`config.mk`:
```
export PLATFORM = sky130hd
export DESIGN_NAME = sync_handshake_rx
export DESIGN_NICKNAME = d
export VERILOG_FILES = /design/src/rtl/sync_handshake_pkg.sv /design/src/rtl/sync_handshake_rx.sv
export SDC_FILE = /design/constraint.sdc
export NUM_CORES = 1
export LEC_CHECK = 0
export CORE_AREA = 2 2 80 82
export DETAILED_ROUTE_END_ITERATION = 8
export DIE_AREA = 0 0 82 84
export HOLD_SLACK_MARGIN = 0.05
export PLACE_DENSITY = 0.8
export SYNTH_ARGS = -nofsm -noshare
export SYNTH_HDL_FRONTEND = slang
export SYNTH_SLANG_ARGS = --single-unit
```
`constraint.sdc`:
```
create_clock -name OCLK -period 2 [get_ports OCLK]
set_clock_uncertainty 0.2 [all_clocks]
set_input_delay 0.3 -clock OCLK [delete_from_list [all_inputs] [get_ports OCLK]]
set_output_delay 0.3 -clock OCLK [all_outputs]
set_load 0.02 [all_outputs]
```
`src/rtl/sync_handshake_pkg.sv`:
```
// Shared types and helpers for the four-phase req/ack handshake receiver.
package sync_handshake_pkg;

    typedef enum logic [1:0] {
        IDLE   = 2'd0,
        SETTLE = 2'd1,
        HOLD   = 2'd2,
        ACK    = 2'd3
    } sync_hs_rx_state_e;

    // Width of the settle counter: enough to hold settle_cyc, never below 1 bit.
    function automatic int unsigned settle_cnt_w(input int unsigned settle_cyc);
        int unsigned w;
        w = $clog2(settle_cyc + 1);
        return (w < 1) ? 1 : w;
    endfunction

endpackage

```
`src/rtl/sync_handshake_rx.sv`:
```
// Destination-side half of a four-phase req/ack CDC handshake. Waits for the
// quasi-static bus to settle, captures it, offers it to a local consumer with
// valid/ready, then acknowledges and completes the return-to-zero phase.
// Protocol violations (request withdrawn before ack) raise a sticky error.
module sync_handshake_rx
    import sync_handshake_pkg::*;
#(
    parameter int unsigned P_D_BITWIDTH   = 32,
    parameter int unsigned P_SETTLE_CYC   = 2,
    parameter int unsigned P_CNT_BITWIDTH = 16
) (
    input  logic                      OCLK,
    input  logic                      RST_OCLK,
    input  logic                      REQ_OCLK,
    input  logic [P_D_BITWIDTH-1:0]   D_IN_OCLK,
    output logic                      ACK_OCLK,
    output logic [P_D_BITWIDTH-1:0]   D_OUT_OCLK,
    output logic                      VALID_OCLK,
    input  logic                      RDY_OCLK,
    output logic                      ERR_OCLK,
    output logic [P_CNT_BITWIDTH-1:0] XFER_CNT_OCLK
);

    localparam int unsigned SETTLE_W = settle_cnt_w(P_SETTLE_CYC);
    localparam logic [SETTLE_W-1:0] SETTLE_INIT = SETTLE_W'(P_SETTLE_CYC);

    sync_hs_rx_state_e   state_q;
    sync_hs_rx_state_e   state_d;
    logic [SETTLE_W-1:0] settle_cnt_q;
    logic                ack_d;
    logic                valid_d;
    logic                err_d;
    logic                settle_load;
    logic                settle_dec;
    logic                capture;
    logic                xfer_inc;

    // Next-state and registered-output decode; request withdrawal wins over ready.
    always_comb begin
        state_d     = state_q;
        ack_d       = ACK_OCLK;
        valid_d     = VALID_OCLK;
        err_d       = ERR_OCLK;
        settle_load = 1'b0;
        settle_dec  = 1'b0;
        capture     = 1'b0;
        xfer_inc    = 1'b0;
        case (state_q)
            IDLE: begin
                if (REQ_OCLK) begin
                    settle_load = 1'b1;
                    state_d     = SETTLE;
                end
            end
            SETTLE: begin
                if (!REQ_OCLK) begin
                    err_d   = 1'b1;
                    state_d = IDLE;
                end else if (settle_cnt_q != '0) begin
                    settle_dec = 1'b1;
                end else begin
                    capture = 1'b1;
                    valid_d = 1'b1;
                    state_d = HOLD;
                end
            end
            HOLD: begin
                if (!REQ_OCLK) begin
                    err_d   = 1'b1;
                    valid_d = 1'b0;
                    state_d = IDLE;
                end else if (RDY_OCLK) begin
                    valid_d  = 1'b0;
                    ack_d    = 1'b1;
                    xfer_inc = 1'b1;
                    state_d  = ACK;
                end
            end
            ACK: begin
                // Only the falling request matters here; a new word waits for IDLE.
                if (!REQ_OCLK) begin
                    ack_d   = 1'b0;
                    state_d = IDLE;
                end
            end
            default: state_d = IDLE;
        endcase
    end

    // FSM state plus the handshake/status flags it owns.
    always_ff @(posedge OCLK) begin
        if (RST_OCLK) begin
            state_q    <= IDLE;
            ACK_OCLK   <= 1'b0;
            VALID_OCLK <= 1'b0;
            ERR_OCLK   <= 1'b0;
        end else begin
            state_q    <= state_d;
            ACK_OCLK   <= ack_d;
            VALID_OCLK <= valid_d;
            ERR_OCLK   <= err_d;
        end
    end

    // Settle counter: loaded on request detection, counts down to the capture point.
    always_ff @(posedge OCLK) begin
        if (RST_OCLK) begin
            settle_cnt_q <= '0;
        end else if (settle_load) begin
            settle_cnt_q <= SETTLE_INIT;
        end else if (settle_dec) begin
            settle_cnt_q <= settle_cnt_q - 1'b1;
        end
    end

    // Capture register: the only place D_OUT_OCLK changes, so it is stable while valid.
    always_ff @(posedge OCLK) begin
        if (RST_OCLK) begin
            D_OUT_OCLK <= '0;
        end else if (capture) begin
            D_OUT_OCLK <= D_IN_OCLK;
        end
    end

    // Completed-transfer counter, wraps naturally at its width.
    always_ff @(posedge OCLK) begin
        if (RST_OCLK) begin
            XFER_CNT_OCLK <= '0;
        end else if (xfer_inc) begin
            XFER_CNT_OCLK <= XFER_CNT_OCLK + 1'b1;
        end
    end

endmodule

```
[Word-level counts from Yosys, hierarchy flattened]
Cells that the tools add are included.
W data, S select, Z words.
Cells by class
  add/sub/neg operators: 2
  equality and inequality tests: 11
  muxes and demuxes: 29
  bitwise logic cells: 1
  reduce and logical (&&, ||, !) cells: 11
Operator list (count)
  $mux W1: 18
  $add A16 B1 Y16 const B: 1
  $mux W2: 8
  $ne A2 B2 Y1 const B: 6
  $reduce_and A4 Y1: 3
  $pmux W2 S4: 1
  $reduce_bool A2 Y1: 4
  $ne A3 B3 Y1 const B: 2
  $eq A2 B2 Y1 const B: 2
  $pmux W1 S2: 2
  $reduce_or A2 Y1: 2
  $eq A2 B1 Y1 const B: 1
  $logic_not A2 Y1: 1
  $reduce_and A2 Y1: 1
  $sub A2 B1 Y2 const B: 1
  $not A1 Y1: 1
Storage, ports and cells
  register bits after elaboration: 55
  input bits: 36
  output and inout port bits: 51

[Depth between registers and ports, before layout]
Gate-level depths: netlist of the first run.
  depth in word-level cells: 6
  mapped depth: 7
  depth with buffers taken out: 6

[Least setup slack after synthesis of the first run]
No wires, ideal clock.
  kind: register -> register
  start point: register state_q[0]
  end point: register XFER_CNT_OCLK[11]
  setup time: 70 ps
  data arrival time: 1650 ps
  required time: 1730 ps
  setup slack: 80 ps
  stages on the path, launching flop included: 7
  buffers on the path: 0
  path through: dfxtp_1 inv_1 ha_1 nand3_2 or3_4 or3_1 a21oi_1
On the way
  cells in the longest elaborated chain, start to end: 2
RTL lines
  from (decl): line sync_handshake_rx.sv:27  | sync_hs_rx_state_e state_q;
  from (signal assigned): line sync_handshake_rx.sv:98  | state_q <= state_d;
  $eq A2 B2 Y1: line sync_handshake_rx.sv:48  | case (state_q)
  $mux W1: line sync_handshake_rx.sv:48
  to (signal assigned): line sync_handshake_rx.sv:130  | XFER_CNT_OCLK <= XFER_CNT_OCLK + 1'b1;
  to (decl): line sync_handshake_rx.sv:21  | output logic [P_CNT_BITWIDTH-1:0] XFER_CNT_OCLK
Every way passes these cells.
A chain may end at the register's enable or synchronous reset.

[Final worst setup path of the first run]
  start point: register XFER_CNT_OCLK[6]
  end point: output XFER_CNT_OCLK[6]
No word-level cell between the ends.

==> results of run 1 <==
[Yosys cell counts (2+ instances only)]
master	number	share of area
ha_1	8	0.044
xnor2_1	7	0.027
nand3_1	2	0.0044
nor4_1	3	0.0082
or3_1	3	0.0082
mux2i_1	2	0.0088
o21ai_0	4	0.0088
nor2_1	20	0.033
nand2_1	74	0.12
dfxtp_1	55	0.48
xor2_1	3	0.012
a31o_2	2	0.0077
nand2b_1	2	0.0055
buf_2	4	0.0088
nor3_1	6	0.013
a211oi_1	4	0.013
nand4_1	9	0.025
inv_1	10	0.016
clkbuf_1	11	0.018
a21oi_1	38	0.084
and3_1	2	0.0055
[power groups by stage]
stage               combinational [mW]  clock, mW  sequential (mW)
finish                           0.351      0.583             1.15
global route                     0.386      0.653             1.16
CTS                              0.350      0.617             1.15
detailed placement               0.350          0             1.18
global placement                 0.346          0             1.18
floorplan                        0.124          0             1.22
[worst max-delay path by stage]
stage                                 from                 to  slack [ns]  cells after the start
final                     XFER_CNT_OCLK[6]   XFER_CNT_OCLK[6]        0.08                      1
after CTS                       state_q[0]  XFER_CNT_OCLK[11]        0.04                      6
after global routing            state_q[1]         state_q[0]      -0.004                      7
after floorplan                 state_q[0]  XFER_CNT_OCLK[11]        0.08                      6
after detailed placement          RDY_OCLK  XFER_CNT_OCLK[11]       -0.13                      5
after global placement            RDY_OCLK  XFER_CNT_OCLK[11]       -0.10                      5
[kinds of logic (layout without fill, tap and decap cells)]
logic type	Yosys count	after routing	synth area share
xor+xnor	10	10	0.03846
buf+inv	25	117	0.04341
compound gates	54	54	0.1341
simple gates	127	127	0.2478
flops	55	55	0.4835
fa+ha+maj	8	8	0.04396
mux	2	2	0.008792
[sequential cells by signal (all words and copies together) (netlist names)]
name and flops:
D_OUT_OCLK 32, XFER_CNT_OCLK 16, settle_cnt_q 2, state_q 2, ACK_OCLK 1, ERR_OCLK 1, VALID_OCLK 1
[layer usage]
layer / wire [um] / GRT usage / vias to the layer above
met3: 324 / 0.03247 / 5
met5: 0 / 0 / -
li1: - / - / 1124
met2: 2630 / 0.2779 / 64
met1: 2449 / 0.2047 / 986
met4: 49 / 0.05909 / 0
[timing repair]
action                     in CTS  in global routing
gates resized for setup         0                  3
hold buffers                    0                  0
setup endpoints to repair       0                  7
[cell type report]
type | count | area [um2]
Fill cell | 562 | 2700
Timing Repair Buffer | 99 | 978.4
Inverter | 10 | 37.54
Sequential cell | 55 | 1101
Tap cell | 77 | 96.34
Clock buffer | 6 | 72.57
Clock inverter | 2 | 12.51
Multi-Input combinational cell | 201 | 1097
==> impl_metrics.yaml, run 1 <==
run_status:
  status: "complete, no violations"
critical_path:
  worstSetupPathType: "reg -> out"
  reg2reg_depth: 6
  critical_path.max_stage_delay_ns: 0.65
  timing.rr.end: "XFER_CNT_OCLK[11]"
  cp_max_fo: 7
  worstReg2RegStart: "state_q[0]"
  cp_cell_sequence: "clkdlybuf4s50_1"
  ff2ff_setup_slack_ns: 0.12
  slowest_stage: "clkdlybuf4s50_1"
  worst_setup_path_end_kind: "primary output"
  worstPathArrival_ns: 1.42
  path_buf_inv: 1
  cp.required_ns: 1.50
  cp_top_family: "buffers and inverters"
  start_kind: "flip-flop"
timing:
  hold_slack_ns: 0.1344
  tns_ns: 0
  layout_setup_ws_ns: 0.08447
  slew_violations: 0
  setup_viol: 0
  period_needed_ns: 1.916
  fmax_mhz: 522.0
  fin_crit_sh: 0.9578
  slew_headroom: 0.7810
  hold_viol: 0
  worst_pin_slew_ns: 0.3255
floorplan:
  fp.dieH_um: 84
  die_x_um: 82
  rows: 29
  io_pins: 87
  die_area_um2: 6888
  initial_core_util: 0.3736
  core_um2: 6096
clocking:
  cts_tree: "built"
  cts_made_buffers: 5
  clk_latency_ns: 0.30
  clk_pin_slew_worst_paths_ns: 0.10
  postCtsSetupBuffers: 0
  cts-root-buf: "clkbuf_8"
  cts_sinks: 55
  cts_max_level: 2
  clockBufferDepth: 2
drt:
  vias_per_cell: 4.842
  wirelength_um: 5454
  drc: 0
  detail_route.wl_per_cell_um: 12.12
  dr.pass1.iters: 4
  drt_iter0_drc: 45
  final_antenna_net_count: 0
  num_vias: 2179
placement:
  dpl_worst_slack_ns: -0.1272
  io_buffers: 86
  dp_hpwl_um: 3912
  dp.cells: 442
  place_area_um2: 3291
  place_congestion: 0.8407
global_route:
  track_usage: 0.1649
  grt_max_degree: 33
  overflow: 0
  grt_antenna_before_repair: 0
  grt_pass1_vias: 2114
  grt_first_pass_wirelength_um: 9177
cells_and_area:
  mostFrequentLayoutCells: "85 x clkdlybuf4s50_1, 74 x nand2_1, 55 x dfxtp_1, 38 x a21oi_1, 20 x nor2_1"
  area_growth_syn_to_layout_pct: 49.12
  mostFrequentLayoutCell: "clkdlybuf4s50_1"
  fin_util: 0.5571
  drive_above_1_share: 0.07775
  n_antenna_cell: 0
  fin_cells: 450
  stdcell_area_um2: 3396
  num-nets-final: 416
pwr:
  clkPwrFrac: 0.279
  vdd_drop_max_uv: 318.4
  p_per_area_nw_per_um2: 615.1
  seqPwrFrac: 0.553
  p_int_mw: 1.559
  p_comb_frac: 0.168
  switching_share: 0.2535
  leakage_nw: 1.168
  switchingPower_uw: 529.5
  totalPowerFinal_mw: 2.089
logic_synthesis:
  syn_area_um2: 2277
  syn-instance-count: 281
  synth_cell_type_count: 33
  synth-edff-count: 0
  ys_ff_latch: 55
  synthFlopType: "dfxtp_1"
  synth_warnings: 0
  ys_seq_area_frac: 0.4835
  async_flop_share: 0
  syn_nets: 325
  synth_area_per_cell_um2: 8.104
worst_hold_path:
  whs_path_depth: 2
  whs_endpoint: "XFER_CNT_OCLK[10]"
  worstHoldStart: "RST_OCLK"
  min_path_type: "in -> reg"
job:
  cap_violations: 0
(Power assumes the default switching activity.)
==> run 2, diff against run 1 <==
--- a/config.mk
+++ b/config.mk
@@ -5,6 +5,7 @@
 export SDC_FILE = /design/constraint.sdc
 export NUM_CORES = 1
 export LEC_CHECK = 0
+export CAP_MARGIN = 20
 export CORE_AREA = 2 2 80 82
 export DETAILED_ROUTE_END_ITERATION = 8
 export DIE_AREA = 0 0 82 84
==> results of run 2 <==
The final DEF is identical to that of run 1; final timing and power are the same.
